`config.mk`:
```
export PLATFORM = sky130hd
export DESIGN_NAME = accel_poll_sequencer_flat
export DESIGN_NICKNAME = d
export VERILOG_FILES = /design/src/rtl/accel_poll_sequencer_if.sv /design/src/rtl/accel_poll_sequencer.sv /design/src/flat_wrapper.sv
export SDC_FILE = /design/constraint.sdc
export NUM_CORES = 1
export LEC_CHECK = 0
export ABC_AREA = 1
export ABC_CLOCK_PERIOD_IN_PS = 3600
export BUFFER_PORTS_ARGS = -buffer_cell sky130_fd_sc_hd__buf_2
export CAP_MARGIN = 10
export CORE_ASPECT_RATIO = 2
export CORE_MARGIN = 1.5
export CORE_UTILIZATION = 56
export DETAILED_ROUTE_END_ITERATION = 7
export PLACE_DENSITY = 0.82
export SETUP_SLACK_MARGIN = 0.4
export SLEW_MARGIN = 20
export SYNTH_ARGS = -nofsm -noshare
export SYNTH_HDL_FRONTEND = slang
export SYNTH_SLANG_ARGS = --single-unit
```
`constraint.sdc`:
```
create_clock -name clk -period 3.6 [get_ports clk]
set_clock_uncertainty 0.05 [all_clocks]
set_input_delay 0.18 -clock clk [delete_from_list [all_inputs] [get_ports clk]]
set_output_delay 0.18 -clock clk [all_outputs]
set_load 0.005 [all_outputs]
```
`src/rtl/accel_poll_sequencer_if.sv`:
```
// Byte-level SPI master handshake: sequencer issues bytes (master), SPI engine executes them (slave).
interface accel_poll_sequencer_if;
  logic       spi_busy;
  logic       spi_done;
  logic [7:0] spi_rx_byte;
  logic       spi_start;
  logic [7:0] spi_tx_byte;
  logic       spi_hold;

  modport master (
    input  spi_busy, spi_done, spi_rx_byte,
    output spi_start, spi_tx_byte, spi_hold
  );

  modport slave (
    input  spi_start, spi_tx_byte, spi_hold,
    output spi_busy, spi_done, spi_rx_byte
  );
endinterface

```
`src/rtl/accel_poll_sequencer.sv`:
```
// Accelerometer SPI sequencer: config write after reset, then periodic 7-byte burst read of X/Y/Z.
// sample_valid one cycle after the last byte; each byte waits for spi_busy low and then for spi_done.
module accel_poll_sequencer #(
  parameter int         POLL_DIV  = 1000,
  parameter logic [7:0] CFG_ADDR  = 8'h20,
  parameter logic [7:0] CFG_DATA  = 8'h47,
  parameter logic [7:0] DATA_ADDR = 8'h28
) (
  input  logic                          clk,
  input  logic                          reset,
  input  logic                          enable,
  input  logic                          reconfig,
  accel_poll_sequencer_if.master        spi,
  output logic [15:0]                   accel_x,
  output logic [15:0]                   accel_y,
  output logic [15:0]                   accel_z,
  output logic                          sample_valid,
  output logic                          cfg_done,
  output logic                          overrun
);

  localparam int             CW          = $clog2(POLL_DIV);
  localparam logic [CW-1:0]  CNT_MAX     = CW'(POLL_DIV - 1);
  localparam logic [7:0]     CFG_CMD     = {2'b00, CFG_ADDR[5:0]};
  localparam logic [7:0]     RD_CMD_BYTE = {2'b11, DATA_ADDR[5:0]};
  localparam logic [2:0]     LAST_IDX    = 3'd5;

  typedef enum logic [2:0] {CFG_ADDR_S, CFG_DATA_S, IDLE, RD_CMD, RD_BYTE, PUBLISH} state_t;

  state_t          state, state_nx;
  logic            wait_ph, wait_nx;
  logic [2:0]      idx, idx_nx;
  logic [CW-1:0]   cnt;
  logic            tick;
  logic            pend;
  logic [4:0][7:0] sb;

  logic       start_nx, hold_nx, issue_hold;
  logic [7:0] tx_nx, issue_byte;
  logic       sb_we, pub, cfg_set, cfg_clr, svc;

  assign tick = (cnt == CNT_MAX);

  always_ff @(posedge clk or posedge reset) begin
    if (reset) begin
      state   <= CFG_ADDR_S;
      wait_ph <= 1'b0;
      idx     <= 3'd0;
    end else begin
      state   <= state_nx;
      wait_ph <= wait_nx;
      idx     <= idx_nx;
    end
  end

  always_comb begin
    state_nx   = state;
    wait_nx    = wait_ph;
    idx_nx     = idx;
    start_nx   = 1'b0;
    tx_nx      = spi.spi_tx_byte;
    hold_nx    = spi.spi_hold;
    sb_we      = 1'b0;
    pub        = 1'b0;
    cfg_set    = 1'b0;
    cfg_clr    = 1'b0;
    svc        = 1'b0;
    issue_byte = 8'h00;
    issue_hold = 1'b0;

    case (state)
      CFG_ADDR_S: begin issue_byte = CFG_CMD;     issue_hold = 1'b1; end
      CFG_DATA_S: begin issue_byte = CFG_DATA;    issue_hold = 1'b0; end
      RD_CMD:     begin issue_byte = RD_CMD_BYTE; issue_hold = 1'b1; end
      RD_BYTE:    begin issue_byte = 8'h00;       issue_hold = (idx != LAST_IDX); end
      default:    ;
    endcase

    case (state)
      IDLE: begin
        if (reconfig || pend) begin
          svc      = 1'b1;
          cfg_clr  = 1'b1;
          state_nx = CFG_ADDR_S;
        end else if (tick && enable) begin
          state_nx = RD_CMD;
        end
      end
      PUBLISH: state_nx = IDLE;
      default: begin
        // ISSUE phase launches the byte; WAIT phase only reacts to spi_done
        if (!wait_ph) begin
          if (!spi.spi_busy) begin
            start_nx = 1'b1;
            tx_nx    = issue_byte;
            hold_nx  = issue_hold;
            wait_nx  = 1'b1;
          end
        end else if (spi.spi_done) begin
          wait_nx = 1'b0;
          case (state)
            CFG_ADDR_S: state_nx = CFG_DATA_S;
            CFG_DATA_S: begin state_nx = IDLE; cfg_set = 1'b1; end
            RD_CMD:     begin state_nx = RD_BYTE; idx_nx = 3'd0; end
            default: begin
              sb_we = 1'b1;
              if (idx == LAST_IDX) begin
                pub      = 1'b1;
                state_nx = PUBLISH;
              end else begin
                idx_nx = idx + 3'd1;
              end
            end
          endcase
        end
      end
    endcase
  end

  always_ff @(posedge clk or posedge reset) begin
    if (reset) begin
      cnt             <= '0;
      pend            <= 1'b0;
      cfg_done        <= 1'b0;
      overrun         <= 1'b0;
      spi.spi_start   <= 1'b0;
      spi.spi_tx_byte <= 8'h00;
      spi.spi_hold    <= 1'b0;
      sb              <= '0;
      accel_x         <= 16'h0000;
      accel_y         <= 16'h0000;
      accel_z         <= 16'h0000;
      sample_valid    <= 1'b0;
    end else begin
      cnt             <= tick ? '0 : cnt + 1'b1;
      spi.spi_start   <= start_nx;
      spi.spi_tx_byte <= tx_nx;
      spi.spi_hold    <= hold_nx;
      sample_valid    <= pub;

      if (svc)           pend <= 1'b0;
      else if (reconfig) pend <= 1'b1;

      if (cfg_clr)      cfg_done <= 1'b0;
      else if (cfg_set) cfg_done <= 1'b1;

      if (tick && state != IDLE) overrun <= 1'b1;

      if (sb_we && idx != LAST_IDX) sb[idx] <= spi.spi_rx_byte;

      // Z high byte comes straight off the wire so the strobe lands one cycle after the last spi_done
      if (pub) begin
        accel_x <= {sb[1], sb[0]};
        accel_y <= {sb[3], sb[2]};
        accel_z <= {spi.spi_rx_byte, sb[4]};
      end
    end
  end

endmodule

```
`src/flat_wrapper.sv`:
```
// flat-port wrapper written by rule: the top's interface ports become plain ports
module accel_poll_sequencer_flat 
#(
  parameter int         POLL_DIV  = 1000,
  parameter logic [7:0] CFG_ADDR  = 8'h20,
  parameter logic [7:0] CFG_DATA  = 8'h47,
  parameter logic [7:0] DATA_ADDR = 8'h28
)
  (clk, reset, enable, reconfig, accel_x, accel_y, accel_z, sample_valid, cfg_done, overrun, spi_spi_busy, spi_spi_done, spi_spi_rx_byte, spi_spi_start, spi_spi_tx_byte, spi_spi_hold);
  accel_poll_sequencer_if spi_i ();
  input  logic clk;
  input  logic reset;
  input  logic enable;
  input  logic reconfig;
  output logic [15:0] accel_x;
  output logic [15:0] accel_y;
  output logic [15:0] accel_z;
  output logic sample_valid;
  output logic cfg_done;
  output logic overrun;
  input wire logic [$bits(spi_i.spi_busy)-1:0] spi_spi_busy;
  input wire logic [$bits(spi_i.spi_done)-1:0] spi_spi_done;
  input wire logic [$bits(spi_i.spi_rx_byte)-1:0] spi_spi_rx_byte;
  output wire logic [$bits(spi_i.spi_start)-1:0] spi_spi_start;
  output wire logic [$bits(spi_i.spi_tx_byte)-1:0] spi_spi_tx_byte;
  output wire logic [$bits(spi_i.spi_hold)-1:0] spi_spi_hold;
  assign spi_i.spi_busy = spi_spi_busy;
  assign spi_i.spi_done = spi_spi_done;
  assign spi_i.spi_rx_byte = spi_spi_rx_byte;
  assign spi_spi_start = spi_i.spi_start;
  assign spi_spi_tx_byte = spi_i.spi_tx_byte;
  assign spi_spi_hold = spi_i.spi_hold;
  accel_poll_sequencer #(.POLL_DIV(POLL_DIV), .CFG_ADDR(CFG_ADDR), .CFG_DATA(CFG_DATA), .DATA_ADDR(DATA_ADDR)) u_core (.clk(clk), .reset(reset), .enable(enable), .reconfig(reconfig), .spi(spi_i), .accel_x(accel_x), .accel_y(accel_y), .accel_z(accel_z), .sample_valid(sample_valid), .cfg_done(cfg_done), .overrun(overrun));
endmodule
```
-- Word level (Yosys, flattened, before mapping)
Cells that the tools add are included.
- logic and storage cells: 95
- bits of input ports: 14
- flip-flop bits (word level): 119
- output and inout port bits: 61
- equality and inequality tests: 11
- bitwise logic cells: 4
- reductions and logical operators: 18
- mux-type cells: 39
- $lt $le $gt $ge: 2
- add/subtract/negate cells: 2
- operators with widths (cell ; count):
    40-bit bitwise mux ; 1
    8-bit demux with 3-bit select ; 1
    1-bit 2-to-1 mux ; 24
    8-bit case mux with 3 select lines ; 1
    3-bit 2-to-1 mux ; 6
    3-bit case mux with 2 select lines ; 2
    10-bit by 1-bit adder with 10-bit output, second input constant ; 1
    10-bit equality test, second input constant ; 1
    10-bit 2-to-1 mux ; 1
    3-bit equality test, second input constant ; 3
    3-bit case mux with 3 select lines ; 1
    8-bit 2-to-1 mux ; 1
    3-bit by 2-bit equality test with 1-bit output, second input constant ; 2
    3-bit nonzero test ; 2
    6-bit nonzero test ; 1
    2-bit OR reduction ; 3
    5-bit AND reduction ; 1
    1-bit logical AND ; 4
    3-bit by 4-bit less-than comparator with 1-bit output, second input constant ; 1
    1-bit inverter ; 4
    4-bit AND reduction ; 1
    2-bit nonzero test ; 2
    3-bit by 1-bit adder with 3-bit output, second input constant ; 1
    3-bit by 1-bit equality test with 1-bit output, second input constant ; 1
    other kinds (10) ; 10

-- Longest topological paths before layout
- depth in word-level cells: 7
- gate-level depth with buffers: 9
- gate-level depth less buffers: 9

-- Worst setup path after synthesis
OpenSTA, ideal clock, no wires.
- path kind: reg-to-reg
- start: register u_core.idx[0]
- end: register u_core.sb[9] in the netlist's numbering
- arrival time: 1.379 ns
- required time: 3.423 ns
- path buffers: 1
- stages on the path, launching flop included: 9
- period minus slack after synthesis: 1.556 ns
- setup slack: 2.044 ns
- library setup time: 0.127 ns
- cell sequence: dfrtp_1 ha_1 nand2_1 nand3_2 nor2_4 nand2_2 buf_6 nand2_1 o21ai_0
- cells in the longest elaborated chain, start to end: 5
- elaborated cells between the ends (all ways): 8
- those cells by class: order compare (2); eq/ne (1); mux (3); reduce/logical (2)
- RTL lines (element ; RTL line ; text):
    start: declaration ; accel_poll_sequencer.sv:32 ; logic [2:0] idx, idx_nx;
    start signal: assignment ; accel_poll_sequencer.sv:52 ; idx <= idx_nx;
    3-bit by 4-bit less-than comparator with 1-bit output (implied by the code) or 3-bit by 1-bit >= comparator with 1-bit output (tied branches) ; accel_poll_sequencer.sv:149 ; if (sb_we && idx != LAST_IDX) sb[idx] <= spi.spi_rx_byte;
    1-bit logical AND (implied by the code) ; accel_poll_sequencer.sv:149 ;
    8-bit 2-to-1 mux (implied by the code) ; accel_poll_sequencer.sv:149 ;
    8-bit demux with 3-bit select ; - ;
    40-bit bitwise mux ; accel_poll_sequencer.sv:149 ;
    end signal: indexed assignment ; accel_poll_sequencer.sv:149 ;
    end: declaration ; accel_poll_sequencer.sv:36 ; logic [4:0][7:0] sb;
Parallel ways exist; a longest one is shown, timed or not.
A chain may end at the register's enable or synchronous reset.

-- Worst setup path after layout
- start: register u_core.idx[1]
- end: register u_core.accel_y[7]
- cells in the longest elaborated chain, start to end: 6
- RTL lines (element ; RTL line ; text):
    3-bit equality test ; accel_poll_sequencer.sv:107 ; if (idx == LAST_IDX) begin
    1-bit 2-to-1 mux ; accel_poll_sequencer.sv:107 ;
    1-bit 2-to-1 mux ; accel_poll_sequencer.sv:101 ; case (state)
    1-bit 2-to-1 mux ; accel_poll_sequencer.sv:99 ; end else if (spi.spi_done) begin
    1-bit 2-to-1 mux ; accel_poll_sequencer.sv:92 ; if (!wait_ph) begin
    1-bit 2-to-1 mux ; accel_poll_sequencer.sv:79 ; case (state)
    end signal: assignment ; accel_poll_sequencer.sv:154 ; accel_y <= {sb[3], sb[2]};
    end: declaration ; accel_poll_sequencer.sv:15 ; output logic [15:0] accel_y,
No other way between the ends.

==> impl_metrics.yaml <==
floorplan:
  core_mm2: 0.00800
  die_h_um: 132
  fp.dieArea_mm2: 0.00891
  initial_core_util_pct: 58.2
  chipWidth_um: 67.5
  pin_count: 75
  fp-row-count: 46
yosys:
  ys_seq_area_share_pct: 61.8
  synth_warnings: 0
  ys_ff_latch: 115
  avgSynthCellArea_um2: 9.13
  synth_fp_nets: 527
  synthCells: 510
  ys_types: 25
  synth_area_mm2: 0.00466
critical_path:
  regToRegStartpoint: "u_core.idx[1]"
  criticalPathCategory: "flip-flop to flip-flop"
  crit_buf_inv: 4
  cp-startpoint: "u_core.idx[1]"
  crit_fanout: 57
  cp_data_arrival_time_ns: 2.57
  cp_cell_sequence: "inv_1 -> ha_1 -> nand2_1 -> inv_1 -> nand2_2 -> buf_4 -> inv_2 -> nand2_1 -> nand2_1"
  crit_path_start_kind: "flip-flop"
  slowest_stage: "buf_4"
  cp_slowest_stage_delay_ns: 0.47
  cpMostUsedCell: "nand2_1"
  required_ns: 3.84
  crit_family: "buffers and inverters"
  end_kind: "flip-flop"
timing:
  hold_ws_ns: 0.00601
  slew_headroom_pct: 54.9
  fmax_ghz: 0.429
  final.period_utilization_pct: 64.8
  worst_pin_slew_ns: 0.675
  setup_viol: 0
  tns_ns: 0
  post-route-worst-setup-slack_ns: 1.27
  hold_viol: 0
  grt_setup_unrepaired: "no"
  fin_crit_ns: 2.33
  slew_violations: 0
drt:
  routedWlPerCell_um: 15.6
  wl_um: 10900
  first_pass_iters: 5
  first_iter_violations: 408
  drtAntennaViolNets: 0
  num_vias: 3741
  drc: 0
  viasPerCell: 5.37
power:
  power_mw: 4.01
  leakage_nw: 3.18
  power_density_mw_per_mm2: 708
  ir_worst_vdd_mv: 0.463
placement:
  dp.final_hpwl_um: 6770
  io_buffers: 73
  routabilityCongestion: 0.854
  pre_cts_ws_ns: 1.33
  placedCellCount: 663
finish:
  syn2layout_area_growth_pct: 21.6
  diodes: 0
  stdcell_count: 697
  drive_above_1_share_pct: 20.5
  nFillCells: 550
  layout_commonest_cell: "nand2_1"
  layout.nets: 606
  layout_common_cells: "nand2_1, dfrtp_1, buf_2"
clock_network:
  cts.root.buffer_cell: "clkbuf_16"
  post_cts_buffers: 0
  clock_latency_ns: 0.41
  cts_tree: "built"
  cts_buffers: 17
  clk_path_buf_depth: 2
  htreeDepth: 4
  clock_sinks: 115
  cts-resized-gates: 0
  path_clk_slew_ns: 0.05
global_routing:
  grt_max_degree: 58
  grt_usage_pct: 26.2
  gr-total-overflow: 0
  grt_first_pass_wirelength_um: 17400
  grt_pass1_vias: 3677
  antenna_found_initial: 0
min_path:
  min-delay-start: "reconfig"
  hp-class: "input port to flip-flop"
outcome:
  status: "completed"
flow_run:
  drv_cap: 0
[final timing paths]
path | end | slack (ns) | depth (start not counted)
max in group asynchronous | u_core.accel_x[9] | 2.38 | 5
worst min-delay path | u_core.cfg_done | 0.006 | 4
worst max-delay path | u_core.accel_y[7] | 1.27 | 9
worst min register to register | u_core.accel_z[3] | 0.41 | 2
worst max register to register | u_core.accel_y[7] | 1.27 | 9
min in group asynchronous | u_core.accel_y[10] | 0.32 | 3
[cell type report]
class	instances	area, um2	area share (%)
flip-flops and latches	115	2880	50.8
multi-input cells	341	1480	26.1
clock buffers	22	474	8.37
repair buffers	79	448	7.91
inverters	35	135	2.39
clock inverters	9	129	2.28
well taps	96	120	2.12
[worst register-to-register path: stages (launching register included)]
cell and delay, ns:
dfrtp_1 0.42, inv_1 0.09, ha_1 0.18, nand2_1 0.14, inv_1 0.09, nand2_2 0.07
buf_4 0.47, inv_2 0.46, nand2_1 0.17, nand2_1 0.09
[what timing repair did]
item                       CTS  global route
setup endpoints to repair    0             0
hold buffers                 2             0
hold endpoints to repair    47             0
[kinds of logic (layout without fill, tap and decap cells)]
kind of cell / after synthesis / in the layout / synth area share (%)
xor+xnor: 1 / 1 / 0.188
buf+inv: 54 / 145 / 6.50
flops: 115 / 115 / 61.8
other cells: 1 / 1 / 0.0805
compound gates: 68 / 68 / 7.44
simple gates: 268 / 268 / 23.2
fa+ha+maj: 3 / 3 / 0.806
[state kept, by name, indices dropped and copies added (netlist names), 3 cells and up]
signal / cells
u_core.sb: 40
u_core.accel_x: 16
u_core.accel_y: 16
u_core.accel_z: 16
u_core.cnt: 10
u_core.spi.spi_tx_byte: 4
u_core.idx: 3
u_core.state: 3
[cell usage after synthesis, drive strengths merged]
library cell  count  area, um2
o21bai            1       7.51
nand3            14       80.1
buf              19        171
nand2           220        838
nor2             25        104
o21a              1       7.51
xor2              1       8.76
nand4             3       18.8
a21oi             8       40.0
a31oi             1       6.26
conb              1       3.75
ha                3       37.5
dfrtp           115       2880
nor3              6       40.0
o21ai            57        285
inv              35        131
[stage by stage]
step / utilization [%] / instance area, um2
floorplan: - / 4660
global placement: 62.7 / 5010
detailed placement: 62.7 / 5010
CTS: 70.5 / 5640
global route: 70.8 / 5660
finish: 70.8 / 5660
[power breakdown]
part	internal, mW	switching (mW)	total (mW)
Clock	1.13	0.571	1.71
Combinational	0.223	0.383	0.606
Sequential	1.52	0.176	1.70
Total	2.88	1.13	4.01
[per-layer routing]
layer	wire [um]	track usage (%)	share of wire [%]
met1	3990	28.0	37
met3	571	7.69	5.2
met5	0	0	0
met4	292	12.1	2.7
met2	6040	45.5	55
Note: power is estimated with default switching activity, not from simulation.
